File: config.mk
export PLATFORM = sky130hd
export DESIGN_NAME = alarm_time_setter
export DESIGN_NICKNAME = d
export VERILOG_FILES = /design/src/rtl/alarm_pkg.sv /design/src/rtl/btn_debounce.sv /design/src/rtl/alarm_time_setter.sv
export SDC_FILE = /design/constraint.sdc
export NUM_CORES = 1
export LEC_CHECK = 0
export BUFFER_PORTS_ARGS = -buffer_cell sky130_fd_sc_hd__buf_2
export CORE_UTILIZATION = 51
export CTS_CLUSTER_DIAMETER = 200
export DETAILED_ROUTE_END_ITERATION = 10
export MAX_ROUTING_LAYER = met4
export PLACE_DENSITY_LB_ADDON = 0.15
export SLEW_MARGIN = 20
export SYNTH_ARGS = -nofsm -noshare
export SYNTH_HDL_FRONTEND = slang
export SYNTH_SLANG_ARGS = --single-unit
File: constraint.sdc
create_clock -name i_clock -period 3.6 [get_ports i_clock]
set_input_delay 0.54 -clock i_clock [delete_from_list [all_inputs] [get_ports i_clock]]
set_output_delay 0.54 -clock i_clock [all_outputs]
set_load 0.01 [all_outputs]
File: src/rtl/alarm_pkg.sv
// Shared types and mod-60 arithmetic for the alarm front panel.
// Latency: none (declarations and pure functions only).
// Backpressure: none.
package alarm_pkg;

  typedef enum logic [1:0] {
    ST_IDLE     = 2'd0,
    ST_EDIT_MIN = 2'd1,
    ST_EDIT_SEC = 2'd2,
    ST_RINGING  = 2'd3
  } state_t;

  // edit_sel encodings seen by the display multiplexer
  localparam logic [1:0] SEL_NONE = 2'b00;
  localparam logic [1:0] SEL_MIN  = 2'b01;
  localparam logic [1:0] SEL_SEC  = 2'b10;

  // Minute/second fields are binary 0..59 and wrap at 60
  localparam logic [5:0] MAX_UNIT = 6'd59;
  localparam logic [5:0] WRAP_LO  = 6'd0;
  localparam int         UNIT_MOD = 60;

  function automatic logic [5:0] unit_inc(input logic [5:0] v);
    return (v >= MAX_UNIT) ? WRAP_LO : v + 6'd1;
  endfunction

  function automatic logic [5:0] unit_dec(input logic [5:0] v);
    return (v == WRAP_LO) ? MAX_UNIT : v - 6'd1;
  endfunction

  // Add n (< 60) to a field, modulo 60
  function automatic logic [5:0] unit_add(input logic [5:0] v, input int n);
    logic [6:0] s;
    s = {1'b0, v} + 7'(n);
    return (s >= 7'(UNIT_MOD)) ? 6'(s - 7'(UNIT_MOD)) : s[5:0];
  endfunction

  function automatic logic [1:0] sel_of(input state_t st);
    case (st)
      ST_EDIT_MIN: return SEL_MIN;
      ST_EDIT_SEC: return SEL_SEC;
      default:     return SEL_NONE;
    endcase
  endfunction

endpackage

File: src/rtl/btn_debounce.sv
// Raw button -> 2-flop synchronizer -> debounced level -> 1-cycle press pulse.
// Latency: stable raw edge reaches the level 2 + DEBOUNCE_CYCLES edges later.
// Backpressure: none; presses are pulses, never held or queued.
module btn_debounce #(
  parameter int DEBOUNCE_CYCLES = 1_000_000
) (
  input  logic i_clock,
  input  logic i_reset,
  input  logic i_btn,
  output logic o_press
);

  localparam int CNT_W = $clog2(DEBOUNCE_CYCLES + 1);
  localparam logic [CNT_W-1:0] CNT_LAST = CNT_W'(DEBOUNCE_CYCLES - 1);

  logic             r_sync1;
  logic             r_sync2;
  logic             r_level;
  logic             r_level_d;
  logic [CNT_W-1:0] r_cnt;

  // Two-flop synchronizer for the asynchronous button
  always_ff @(posedge i_clock or posedge i_reset) begin
    if (i_reset) begin
      r_sync1 <= 1'b0;
      r_sync2 <= 1'b0;
    end else begin
      r_sync1 <= i_btn;
      r_sync2 <= r_sync1;
    end
  end

  // Level flips only after the input disagrees for DEBOUNCE_CYCLES straight cycles
  always_ff @(posedge i_clock or posedge i_reset) begin
    if (i_reset) begin
      r_level   <= 1'b0;
      r_level_d <= 1'b0;
      r_cnt     <= '0;
    end else begin
      r_level_d <= r_level;
      if (r_sync2 != r_level) begin
        if (r_cnt == CNT_LAST) begin
          r_level <= r_sync2;
          r_cnt   <= '0;
        end else begin
          r_cnt <= r_cnt + CNT_W'(1);
        end
      end else begin
        r_cnt <= '0;
      end
    end
  end

  assign o_press = r_level & ~r_level_d;

endmodule

File: src/rtl/alarm_time_setter.sv
// Alarm front panel: debounced buttons drive the edit FSM, alarm registers and ring request.
// Latency: press applied 1 edge after its pulse; match -> ring 3 edges; all outputs registered.
// Backpressure: none. Optional ALARM_SNOOZE_EN turns an inc press while ringing into snooze.
module alarm_time_setter
  import alarm_pkg::*;
#(
  parameter int DEBOUNCE_CYCLES = 1_000_000,
  parameter int RING_SECONDS    = 30,
  parameter int SNOOZE_MIN      = 5
) (
  input  logic       i_clock,
  input  logic       i_reset,
  input  logic       i_btn_mode,
  input  logic       i_btn_inc,
  input  logic       i_btn_dec,
  input  logic       i_sec_tick,
  input  logic [5:0] i_cur_min,
  input  logic [5:0] i_cur_sec,
  output logic [5:0] o_alarm_min,
  output logic [5:0] o_alarm_sec,
  output logic [1:0] o_edit_sel,
  output logic       o_armed,
  output logic       o_ring
);

`ifdef ALARM_SNOOZE_EN
  localparam logic SNOOZE_ON = 1'b1;
`else
  localparam logic SNOOZE_ON = 1'b0;
`endif

  localparam int RC_W = $clog2(RING_SECONDS + 1);
  localparam logic [RC_W-1:0] RC_LAST = RC_W'(RING_SECONDS - 1);

  logic w_p_mode, w_p_inc, w_p_dec;
  logic w_mode, w_inc, w_dec, w_any;

  state_t          r_state, w_state_nxt;
  logic [5:0]      r_alarm_min, r_alarm_sec, w_min_nxt, w_sec_nxt;
  logic            r_armed, w_armed_nxt;
  logic [RC_W-1:0] r_ring_cnt, w_ring_cnt_nxt;
  logic            r_ring;
  logic [1:0]      r_edit_sel;
  logic            r_match_q, r_match_q_d, r_trig;

  btn_debounce #(.DEBOUNCE_CYCLES(DEBOUNCE_CYCLES)) u_db_mode (
    .i_clock(i_clock), .i_reset(i_reset), .i_btn(i_btn_mode), .o_press(w_p_mode));
  btn_debounce #(.DEBOUNCE_CYCLES(DEBOUNCE_CYCLES)) u_db_inc (
    .i_clock(i_clock), .i_reset(i_reset), .i_btn(i_btn_inc), .o_press(w_p_inc));
  btn_debounce #(.DEBOUNCE_CYCLES(DEBOUNCE_CYCLES)) u_db_dec (
    .i_clock(i_clock), .i_reset(i_reset), .i_btn(i_btn_dec), .o_press(w_p_dec));

  // Same-cycle presses resolve mode > inc > dec; losers are dropped
  assign w_mode = w_p_mode;
  assign w_inc  = w_p_inc & ~w_p_mode;
  assign w_dec  = w_p_dec & ~w_p_mode & ~w_p_inc;
  assign w_any  = w_mode | w_inc | w_dec;

  // Match pipeline: registered compare, then a registered rising-edge trigger
  always_ff @(posedge i_clock or posedge i_reset) begin
    if (i_reset) begin
      r_match_q   <= 1'b0;
      r_match_q_d <= 1'b0;
      r_trig      <= 1'b0;
    end else begin
      r_match_q   <= (i_cur_min == r_alarm_min) && (i_cur_sec == r_alarm_sec);
      r_match_q_d <= r_match_q;
      r_trig      <= r_match_q & ~r_match_q_d;
    end
  end

  // FSM state register
  always_ff @(posedge i_clock or posedge i_reset) begin
    if (i_reset) r_state <= ST_IDLE;
    else         r_state <= w_state_nxt;
  end

  // FSM next-state logic
  always_comb begin
    w_state_nxt = r_state;
    case (r_state)
      ST_IDLE: begin
        if (w_mode)                    w_state_nxt = ST_EDIT_MIN;
        else if (r_trig && r_armed)    w_state_nxt = ST_RINGING;
      end
      ST_EDIT_MIN: if (w_mode) w_state_nxt = ST_EDIT_SEC;
      ST_EDIT_SEC: if (w_mode) w_state_nxt = ST_IDLE;
      ST_RINGING: begin
        if (w_any)                                 w_state_nxt = ST_IDLE;
        else if (i_sec_tick && r_ring_cnt == RC_LAST) w_state_nxt = ST_IDLE;
      end
      default: w_state_nxt = ST_IDLE;
    endcase
  end

  // FSM datapath: next values for alarm fields, armed flag and ring counter
  always_comb begin
    w_min_nxt      = r_alarm_min;
    w_sec_nxt      = r_alarm_sec;
    w_armed_nxt    = r_armed;
    w_ring_cnt_nxt = '0;
    case (r_state)
      ST_IDLE: begin
        if (w_mode)     w_armed_nxt = 1'b0;
        else if (w_dec) w_armed_nxt = ~r_armed;
      end
      ST_EDIT_MIN: begin
        if (w_inc)      w_min_nxt = unit_inc(r_alarm_min);
        else if (w_dec) w_min_nxt = unit_dec(r_alarm_min);
      end
      ST_EDIT_SEC: begin
        if (w_mode)     w_armed_nxt = 1'b1;
        else if (w_inc) w_sec_nxt = unit_inc(r_alarm_sec);
        else if (w_dec) w_sec_nxt = unit_dec(r_alarm_sec);
      end
      ST_RINGING: begin
        // A press dismisses (and clears the counter) even if sec_tick lands with it
        if (w_inc && SNOOZE_ON)     w_min_nxt = unit_add(r_alarm_min, SNOOZE_MIN);
        if (!w_any && i_sec_tick)   w_ring_cnt_nxt = r_ring_cnt + RC_W'(1);
        else if (!w_any)            w_ring_cnt_nxt = r_ring_cnt;
        if (w_state_nxt != ST_RINGING) w_ring_cnt_nxt = '0;
      end
      default: ;
    endcase
  end

  // Output registers, updated alongside the state so they never glitch
  always_ff @(posedge i_clock or posedge i_reset) begin
    if (i_reset) begin
      r_alarm_min <= '0;
      r_alarm_sec <= '0;
      r_armed     <= 1'b0;
      r_ring_cnt  <= '0;
      r_ring      <= 1'b0;
      r_edit_sel  <= SEL_NONE;
    end else begin
      r_alarm_min <= w_min_nxt;
      r_alarm_sec <= w_sec_nxt;
      r_armed     <= w_armed_nxt;
      r_ring_cnt  <= w_ring_cnt_nxt;
      r_ring      <= (w_state_nxt == ST_RINGING);
      r_edit_sel  <= sel_of(w_state_nxt);
    end
  end

  assign o_alarm_min = r_alarm_min;
  assign o_alarm_sec = r_alarm_sec;
  assign o_armed     = r_armed;
  assign o_ring      = r_ring;
  assign o_edit_sel  = r_edit_sel;

endmodule

After elaboration in Yosys (flattened, before gate mapping):

Index checks and enable logic that the tools add are counted.
W data, S select, Z words.

* bits in registers: 98
* output and inout bits: 16
* logic and storage cells: 116

* $add $sub $neg: 8
* order comparisons: 2
* equality and inequality tests: 19
* mux-type cells: 30
* bitwise operators: 16
* reduce and logical (&&, ||, !) cells: 16

Operators with widths (number)
* $mux W20: 6
* $add A20 B1 Y20 const B: 3
* $eq A20 B20 Y1 const B: 3
* $mux W6: 8
* $mux W5: 4
* $add A6 B1 Y6 const B: 2
* $eq A6 B6 Y1: 2
* $ge A6 B6 Y1 const B: 2
* $logic_not A6 Y1: 2
* $mux W2: 6
* $sub A6 B1 Y6 const B: 2
* $eq A2 B2 Y1 const B: 4
* $pmux W2 S4: 1
* $reduce_and A2 Y1: 4
* $and A1 B1 Y1: 7
* $not A1 Y1: 7
* $reduce_and A3 Y1: 2
* $add A5 B1 Y5 const B: 1
* $eq A5 B5 Y1 const B: 1
* $eq A2 B1 Y1 const B: 2
* $logic_and A1 B1 Y1: 4
* $ne A2 B2 Y1 const B: 2
* $ne A4 B4 Y1 const B: 1
* $pmux W2 S2: 1
* 8 further kinds: 14

Depth between registers and ports, before layout:

* depth after elaboration: 11
* gate-level depth with buffers: 9
* depth with buffers taken out: 7

By module:

Synthesis repeated with hierarchy kept, for this count alone.

* cells, all modules: 550
* area, all modules: 5267.6 sq um

By module, submodules not included
* btn_debounce: instances 3, cells an instance 113, area each 1143.6 sq um, sequential area each 600.6 sq um
* alarm_time_setter: instances 1, cells an instance 211, area each 1836.8 sq um, sequential area each 650.6 sq um

Least setup slack after synthesis:

No wires, ideal clock.

* path kind: register to register
* start point: register r_alarm_sec[0], in the netlist o_alarm_sec[0]
* end point: register r_alarm_sec[3], in the netlist o_alarm_sec[3]
* library setup time: 0.129 ns
* data arrival time: 1.740 ns
* data required time: 3.471 ns
* slack: 1.731 ns
* stages on the path, launching flop included: 8
* buffers on the path: 1
* cell sequence: dfrtp_1 clkbuf_1 inv_1 ha_1 and3b_1 a221o_1 a221oi_1 o21ai_0

* longest elaborated chain between the ends: 4

RTL lines
* start: declaration: line alarm_time_setter.sv:39 `logic [5:0] r_alarm_min, r_alarm_sec, w_min_nxt, w_sec_nxt;`
* start signal: assignment: line alarm_time_setter.sv:138 `r_alarm_sec <= w_sec_nxt;`
* $sub A6 B1 Y6 / $logic_not A6 Y1 (equally long branches): line alarm_pkg.sv:28 `return (v == WRAP_LO) ? MAX_UNIT : v - 6'd1;`
* $mux W6: line alarm_pkg.sv:28
* $mux W6: line alarm_time_setter.sv:114 `else if (w_dec) w_sec_nxt = unit_dec(r_alarm_sec);`
* $mux W6 *: line alarm_time_setter.sv:113 `else if (w_inc) w_sec_nxt = unit_inc(r_alarm_sec);`

Every way passes the cells marked *; elsewhere a longest branch is shown, timed or not. The select of a mux whose other input is x is not followed.
A chain may end at the register's enable or synchronous reset.

Worst setup path after layout:

* start point: register u_db_mode.r_cnt[0]
* end point: register u_db_mode.r_cnt[3]

* longest elaborated chain between the ends: 3

RTL lines
* start: declaration: line btn_debounce.sv:20 `logic [CNT_W-1:0] r_cnt;`
* start signal: assignment: line btn_debounce.sv:46 `r_cnt <= r_cnt + CNT_W'(1);`
* $add A20 B1 Y20 / $eq A20 B20 Y1 (equally long branches): line btn_debounce.sv:46, btn_debounce.sv:42
* $mux W20 *: line btn_debounce.sv:42 `if (r_cnt == CNT_LAST) begin`
* $mux W20 *: line btn_debounce.sv:41 `if (r_sync2 != r_level) begin`

Every way passes the cells marked *; elsewhere a longest branch is shown, timed or not.

==> metrics.cfg <==
[pwr]
sw_frac_of_total=0.239
share_seq_of_total_power=0.588
leakagePower_nw=2.37
power_mw=1.94
p_switching_mw=0.464
intPower_mw=1.48
combPwrFrac=0.051
max-vdd-ir-drop_mv=0.224
clkPwrFrac=0.362
power_density_nw_per_um2=353

[flow_run]
maxCapViolCount=0

[timing]
finalHoldViolations=0
final.setup.tns_ns=0
post-route-min-period_ns=2.30
rsz0062_at_grt=no
timing.fmax_mhz=436
worstMarginPinSlew_ns=0.780
fin_ws_ns=1.30
final_max_slew_viol_count=0
period_share=0.638
slew_headroom=0.479
setup_viol=0
whs_ns=0.260
clock_skew_ns=0.00866

[logic_synthesis]
syn_area_per_cell_um2=9.62
ys.flop_type=dfrtp_1
synth.distinct_cells=55
synthTopCellsByCount=98 x dfrtp_1, 87 x nor2_1, 41 x nand3_1
yosysWarnings=0
synth_area_um2=5100
syn_nets=559
synth_edf_count=0
yosysMostFrequentCell=dfrtp_1
netlist.area_leader.share=0.481
synth-seq-cells=98
syn-instance-count=530
synth_top_area_cell=dfrtp_1
synthTopCellsByArea=dfrtp_1 48%, xor2_1 6.9%, nor2_1 6.4%
ys_seq_area_frac=0.481
synth_async_sr_flop_share=1.00

[layout]
diodes=0
seqCellArea_um2=2450
nets=583
fin_cells=691
drive_gt1_frac=0.111
multiInputGateArea_um2=2460
areaGrowthSynthToFinish_pct=8.00
fill_cells=878

[floorplan]
io-pin-count=34
start_util=0.524
dieHeight_um=102
die_w_um=102
rows=36
core-area_um2=9730
die-area_um2=10400

[clocking]
hold_buffers=0
post_cts_buffers=0
cts.reportedPaths.clkPinSlew_ns=0.09
cts_tree=done
cts_repair_resize_count=0
htreeDepth=3
cts_buffers=9
cts_buffer_depth=2
clock_sinks=98
worstSkewPairLatency_ns=0.36
root_buffer=clkbuf_8

[placed_design]
portBuffers=33
dp_slack_ns=1.32
hpwl_um=6570
place_inst=676
gp_congestion=0.895

[route]
ant_nets=0
wirelength_um=9400
vias=3747
dr.first_iter.drc_count=164
wire_per_inst_um=13.6
via_per_inst=5.42
route.detailed.drc=0
first_pass_iters=4

[global_routing]
top_usage_layer=met2
use_met2=0.314
grt_use_met3=0.0404
grt_pass1_vias=3417
grt_max_degree=53
grt_pass1_wl_um=16100
use_met1=0.271
antenna_found_initial=0
track_usage=0.203
overflow=0

[critical_path]
critPathCaptureType=flip-flop
cp-start-kind=flip-flop
arrival_ns=2.51
crit_cells=6
worstSetupPathType=reg2reg
critPathCapture=u_db_mode.r_cnt[3]
path_cells=ha_1 > and4_1 > nand2_1 > nor4_1 > or2_1 > nor2_1
required_ns=3.82
r2r_cells=6
cp_slowest_stage_delay_ns=0.56
critical_path.max_fanout=19
critPathSlowestCell=or2_1
crit_start=u_db_mode.r_cnt[0]
critPathBufInv=0
timing.rr.start=u_db_mode.r_cnt[0]
reg2reg_to=u_db_mode.r_cnt[3]
r2r_setup_slack_ns=1.30
crit_family=simple AND/OR/NAND/NOR gates

[min_path]
holdCritPathClass=in2async

[status]
run_status=completed

-- worst register-to-register path: stages (launching register included) --
cell and delay (ns):
dfrtp_1 0.39, ha_1 0.21, and4_1 0.35, nand2_1 0.11
nor4_1 0.40, or2_1 0.56, nor2_1 0.13
-- stage by stage --
step           instance area (um^2)  utilization
2_1_floorplan                  5100            -
3_3_place_gp                   5310        0.546
3_5_place_dp                   5310        0.546
4_1_cts                        5510        0.566
5_1_grt                        5510        0.566
6_report                       5510        0.566
-- layer usage --
layer	wire length [um]	up-vias	share of wire
met3	394	12	0.042
met4	111	0	0.012
met1	4480	1785	0.48
met5	0	-	0
met2	4410	72	0.47
li1	-	1878	-
-- how the worst min path moves through the flow --
stage                           from                to  slack, ns  depth (start not counted)
floorplan           u_db_dec.r_sync1  u_db_dec.r_sync2       0.33                          0
global placement    u_db_dec.r_sync1  u_db_dec.r_sync2       0.33                          0
detailed placement  u_db_inc.r_sync1  u_db_inc.r_sync2       0.34                          0
CTS                        i_btn_dec  u_db_dec.r_sync1       0.26                          1
global route               i_btn_dec  u_db_dec.r_sync1       0.26                          1
finish                       i_reset  u_db_inc.r_sync1       0.26                          2
-- power groups by stage --
stage,Combinational [mW],Sequential [mW],Clock [mW]
after global routing,0.113,1.15,0.771
after global placement,0.0993,1.16,0
after floorplan,0.0727,1.16,0
after detailed placement,0.102,1.16,0
final,0.0985,1.14,0.702
after CTS,0.103,1.14,0.726
-- registers in the layout, summed over array words and instances (netlist names), 2 cells and up --
signal	count
o_alarm_min	6
o_alarm_sec	6
o_edit_sel	2
r_ring_cnt	5
r_state	2
u_db_dec.r_cnt	20
u_db_inc.r_cnt	20
u_db_mode.r_cnt	20
-- cells in the final DEF (no fill, tap or decap), drive strengths merged, types with 16 or more instances in the layout --
master / count
dfrtp: 98
nor2: 88
nand3: 42
xor2: 40
nand2: 35
buf: 35
xnor2: 34
o21ai: 19
nand4: 19
inv: 16
-- final cells by class --
class                   count  area share
clock buffers               9      0.0225
well taps                 133      0.0302
repair buffers             35      0.0327
flip-flops and latches     98       0.445
multi-input cells         395       0.446
clock inverters             6      0.0123
inverters                  15      0.0107
-- kinds of logic after synthesis --
kind of cell	count (synthesis)	share of synthesized area
AND/OR/NAND/NOR	245	0.238
flip-flops	98	0.481
XOR/XNOR	74	0.127
AO/OA/AOI/OAI	60	0.0788
buffers and inverters	37	0.0371
adder cells (fa/ha/maj)	11	0.0270
multiplexers	5	0.0108
Power figures use the tool's default switching activity.
